[src/rtl/uart_rx_mmio.sv]
`timescale 1ns/1ps
// 8N1 UART receiver feeding an RX FIFO, exposed through a 16-byte MMIO window (RXDATA/STATUS/CTRL).
// Loads are combinational and complete in one cycle; a byte arriving at a full FIFO is dropped and flags overrun.
module uart_rx_mmio #(
   parameter int          CLK_FREQ   = 50000000,
   parameter int          BAUD_RATE  = 115200,
   parameter int          FIFO_DEPTH = 16,
   parameter logic [31:0] BASE_ADDR  = 32'h1000_0010
) (
   input  logic        clk,
   input  logic        rst,
   input  logic        rx_pin,
   input  logic        bus_valid,
   input  logic        bus_write,
   input  logic [31:0] bus_addr,
   input  logic [31:0] bus_wdata,
   output logic [31:0] mmio_rdata,
   output logic        uart_ready,
   output logic        rx_irq
);
   localparam int DIV = CLK_FREQ / BAUD_RATE;
   localparam int CW  = $clog2(DIV);
   localparam int AW  = $clog2(FIFO_DEPTH);
   localparam logic [CW-1:0] BIT_END  = CW'(DIV - 1);
   localparam logic [CW-1:0] HALF_END = CW'(DIV / 2 - 1);
   localparam logic [AW:0]   FULL_CNT = (AW + 1)'(FIFO_DEPTH);

   localparam logic [1:0] S_IDLE  = 2'd0;
   localparam logic [1:0] S_START = 2'd1;
   localparam logic [1:0] S_DATA  = 2'd2;
   localparam logic [1:0] S_STOP  = 2'd3;

   logic [1:0]    sync;
   logic          rx_sync;
   logic [1:0]    state;
   logic [CW-1:0] cnt;
   logic [2:0]    bit_idx;
   logic [7:0]    shreg;
   logic          stop_wait;
   logic [7:0]    mem [FIFO_DEPTH];
   logic [AW-1:0] wr_ptr, rd_ptr;
   logic [AW:0]   count;
   logic          overrun, frame_err;
   logic          sel, nonempty, full, busy, pop, stop_smp, push_req, push_do, frm_set, ctrl_wr;
   logic [1:0]    off;
   logic [7:0]    head_byte;
   logic          unused;

   assign unused     = ^{bus_addr[1:0], bus_wdata[31:2]};
   assign uart_ready = 1'b1;

   assign sel       = bus_valid && (bus_addr[31:4] == BASE_ADDR[31:4]);
   assign off       = bus_addr[3:2];
   assign nonempty  = (count != '0);
   assign full      = (count == FULL_CNT);
   assign busy      = (state != S_IDLE);
   assign pop       = sel && !bus_write && (off == 2'd0) && nonempty;
   assign ctrl_wr   = sel && bus_write && (off == 2'd2);
   assign head_byte = nonempty ? mem[rd_ptr] : 8'h00;

   // Stop-bit sample point; a low stop bit parks the FSM in STOP until the line idles again.
   assign stop_smp = (state == S_STOP) && !stop_wait && (cnt == BIT_END);
   assign push_req = stop_smp && rx_sync;
   assign frm_set  = stop_smp && !rx_sync;
   assign push_do  = push_req && (!full || pop);

   always_ff @(posedge clk or posedge rst) begin
      if (rst) sync <= 2'b11;
      else     sync <= {sync[0], rx_pin};
   end
   assign rx_sync = sync[1];

   always_ff @(posedge clk or posedge rst) begin
      if (rst) begin
         state     <= S_IDLE;
         cnt       <= '0;
         bit_idx   <= '0;
         shreg     <= '0;
         stop_wait <= 1'b0;
      end else begin
         case (state)
            S_IDLE: begin
               cnt <= '0;
               if (!rx_sync) state <= S_START;
            end
            S_START: begin
               if (cnt == HALF_END) begin
                  cnt     <= '0;
                  bit_idx <= '0;
                  state   <= rx_sync ? S_IDLE : S_DATA;
               end else begin
                  cnt <= cnt + 1'b1;
               end
            end
            S_DATA: begin
               if (cnt == BIT_END) begin
                  cnt     <= '0;
                  shreg   <= {rx_sync, shreg[7:1]};
                  bit_idx <= bit_idx + 3'd1;
                  if (bit_idx == 3'd7) state <= S_STOP;
               end else begin
                  cnt <= cnt + 1'b1;
               end
            end
            default: begin
               if (stop_wait) begin
                  if (rx_sync) begin
                     stop_wait <= 1'b0;
                     state     <= S_IDLE;
                  end
               end else if (cnt == BIT_END) begin
                  cnt       <= '0;
                  stop_wait <= !rx_sync;
                  if (rx_sync) state <= S_IDLE;
               end else begin
                  cnt <= cnt + 1'b1;
               end
            end
         endcase
      end
   end

   always_ff @(posedge clk) begin
      if (push_do) mem[wr_ptr] <= shreg;
   end

   always_ff @(posedge clk or posedge rst) begin
      if (rst) begin
         wr_ptr <= '0;
         rd_ptr <= '0;
         count  <= '0;
         rx_irq <= 1'b0;
      end else begin
         if (push_do) wr_ptr <= wr_ptr + 1'b1;
         if (pop)     rd_ptr <= rd_ptr + 1'b1;
         if (push_do && !pop)      count <= count + 1'b1;
         else if (pop && !push_do) count <= count - 1'b1;
         rx_irq <= nonempty;
      end
   end

   // Setting an error flag takes priority over a same-cycle CTRL clear.
   always_ff @(posedge clk or posedge rst) begin
      if (rst) begin
         overrun   <= 1'b0;
         frame_err <= 1'b0;
      end else begin
         if (push_req && full && !pop)      overrun <= 1'b1;
         else if (ctrl_wr && bus_wdata[1])  overrun <= 1'b0;
         if (frm_set)                       frame_err <= 1'b1;
         else if (ctrl_wr && bus_wdata[0])  frame_err <= 1'b0;
      end
   end

   always_comb begin
      mmio_rdata = '0;
      if (sel) begin
         case (off)
            2'd0:    mmio_rdata = {nonempty, 23'b0, head_byte};
            2'd1:    mmio_rdata = {27'b0, busy, overrun, frame_err, full, nonempty};
            default: mmio_rdata = '0;
         endcase
      end
   end
endmodule
[config.mk]
export PLATFORM = sky130hd
export DESIGN_NAME = uart_rx_mmio
export DESIGN_NICKNAME = d
export VERILOG_FILES = /design/src/rtl/uart_rx_mmio.sv
export SDC_FILE = /design/constraint.sdc
export NUM_CORES = 1
export LEC_CHECK = 0
export CAP_MARGIN = 20
export CORE_ASPECT_RATIO = 0.7
export CORE_MARGIN = 2
export CORE_UTILIZATION = 38
export DETAILED_ROUTE_END_ITERATION = 12
export SKIP_LAST_GASP = 1
export SLEW_MARGIN = 25
export SYNTH_ARGS = -nofsm -noshare
export SYNTH_HDL_FRONTEND = slang
export SYNTH_SLANG_ARGS = --single-unit
[constraint.sdc]
create_clock -name clk -period 4.77 [get_ports clk]
set_input_delay 1.431 -clock clk [delete_from_list [all_inputs] [get_ports clk]]
set_output_delay 1.431 -clock clk [all_outputs]
set_load 0.1 [all_outputs]
==> flow_summary.yaml <==
route:
  post_drt_wl_per_cell_um: 18.6
  routed_via_density: 5.06
  vias: 4097
  drt-pass1-iter-count: 6
  drc_errors: 0
  drtIter0Drc: 305
  routed_wl_um: 15100
  ant_nets: 0
grt:
  grt_pass1_vias: 4191
  grt_overflow_total: 0
  grt_usage_pct: 15.8
  antenna_found_initial: 0
  grt_max_degree: 42
  grt_pass1_wl_um: 23900
setup_path:
  crit_type: "input port to output pin"
  start_kind: "input port"
  critPathRequiredTime_ns: 3.34
  arrival_ns: 3.37
  cp_max_fo: 4
  end_kind: "output pin"
placement:
  io_buffers: 46
  dp_hpwl_um: 10200
  gp_congestion: 0.824
  pre_cts_slack_ns: -0.399
  placed_area_um2: 8350
hold_path:
  min_path_type: "flop to flop"
pwr:
  power_density_nw_per_um2: 337
  power_mw: 2.99
  leakage_nw: 3.48
  ir_worst_vdd_mv: 0.149
logic_synthesis:
  yosysWarnings: 0
  ys_types: 50
  avgSynthCellArea_um2: 15.8
  ys.flop_type: "edfxtp_1"
  syn_inst: 470
  synth-seq-cells: 169
  synth_common_cells: "edfxtp_1, dfrtp_1, mux4_2, nor2_1, buf_4"
  synth_most_common_cell: "edfxtp_1"
  synth_edf_count: 128
  ys_async_sr_fraction_pct: 24.3
  netlist.area_leader.share_pct: 51.7
  yosysSeqAreaShare_pct: 65.6
  yosysTopAreaCell: "edfxtp_1"
  yosys-top-cells-area: "edfxtp_1, dfrtp_1, mux4_2"
  synth_area_um2: 7430
cells_and_area:
  layout.nets: 618
  postLayoutCellArea_um2: 8890
  antenna_cells: 0
  fill_cells: 1675
  drive_above_1_share_pct: 27.1
  areaGrowthSynthToFinish_pct: 19.7
sta:
  fin_skew_ns: 0.0108
  setup_viol: 1
  final_hold_viol_count: 0
  grt_setup_unrepaired: "yes"
  tightest_slew_ns: 0.985
  drv_slew: 0
  slew_headroom_pct: 34.1
  setup_ws_ns: -0.0316
  period_share_pct: 101
  max_clock_freq_mhz: 208
  hold_ws_ns: 0.357
  fin_crit_ns: 4.80
die:
  die_area_um2: 20700
  core-area_um2: 19000
  die_y_um: 121
  ioPinCount: 103
  fp.dieW_um: 171
  initial_utilization_pct: 39.1
  rows: 42
clock_tree:
  htreeDepth: 4
  insertion_delay_ns: 0.43
  cts-buffers-inserted: 17
  clock_path_buffers: 2
  cts.sinks: 169
  cts-root-buf: "clkbuf_16"
  path_clk_slew_ns: 0.07
  cts_tree: "done"
run_status:
  status: "finished with violations"
  violations: "setup timing"
job:
  cap_violations: 0
-- kinds of logic (layout without fill, tap and decap cells) --
group           count (synthesis)  after routing  synth area share (%)
buf+inv                        55            109                  4.19
mux                            48             48                  12.4
flops                         169            169                  65.6
other cells                     2             24                 0.101
fa+ha+maj                      16             16                  2.80
xor+xnor                       18             18                  2.12
compound gates                 42             42                  3.92
simple gates                  120            120                  8.93
-- final timing paths --
path / from / end / slack [ns] / cells after the start
max: bus_addr[15] / mmio_rdata[6] / -0.03 / 7
min: sync[0] / sync[1] / 0.36 / 0
max reg2reg: cnt[3] / count[4] / 1.37 / 12
min reg2reg: sync[0] / sync[1] / 0.36 / 0
max in group asynchronous: rst / sync[0] / 2.93 / 3
min in group asynchronous: rst / rx_irq / 1.42 / 3
-- power by group --
part	switching, mW	total, mW	leakage [nW]	internal (mW)
logic	0.101	0.124	1.20	0.0226
clock network	0.613	1.30	0.272	0.689
registers	0.000876	1.57	2.00	1.57
total	0.715	2.99	3.48	2.28
-- through the flow --
stage	std cells	utilization, %	setup TNS [ns]
2_1_floorplan	492	-	-1.54
3_3_place_gp	776	43.9	-1.41
3_5_place_dp	776	43.9	-1.88
4_1_cts	809	46.8	0
5_1_grt	810	46.7	-0.181
6_report	810	46.7	-0.0316
-- worst max-delay path: stages --
cell	delay (ns)
buf_6	0.10
nor4_4	0.26
nand4_1	0.20
or2_4	0.28
or4_4	0.60
a211oi_4	0.29
buf_12	0.21
-- sequential cells by signal (all words and copies together) (netlist names), 2 cells and up --
register,cells
wr_ptr,4
bit_idx,3
state,2
rd_ptr,4
mem,128
count,5
sync,2
shreg,8
cnt,9
-- cell usage in the layout, fill, tap and decap left out, drive strengths merged, types with 10 or more instances in the layout --
cell type    n
inv         19
conb        24
ha          15
nand2       19
mux4        34
a21oi       14
nor2b       10
and3        14
mux2        10
dfrtp       39
edfxtp     128
buf         30
nand3       11
clkbuf      31
nor2        27
xnor2       10
-- area by class of cell --
cell class	count	area, um2	share of cell area [%]
Multi-Input combinational cell	268	2450	27.6
Inverter	14	52.6	0.591
Sequential cell	169	4870	54.8
Clock inverter	14	134	1.51
Tap cell	264	330	3.72
Clock buffer	18	429	4.83
Timing Repair Buffer	63	617	6.94
-- per-layer routing --
metal | up-vias | GRT usage (%) | wire [um]
met5 | - | 0 | 0
met4 | 0 | 5.35 | 119
met3 | 10 | 3.78 | 717
met2 | 94 | 24.3 | 7210
met1 | 2117 | 22.1 | 7000
li1 | 1876 | - | -
-- timing repair --
action                                  in CTS  in global routing
hold buffers                                 0                  0
resized for setup                           47                 35
pin swaps                                   12                 13
endpoints found under the setup margin       9                  9
setup buffers                                1                  1
Power figures use the tool's default switching activity.
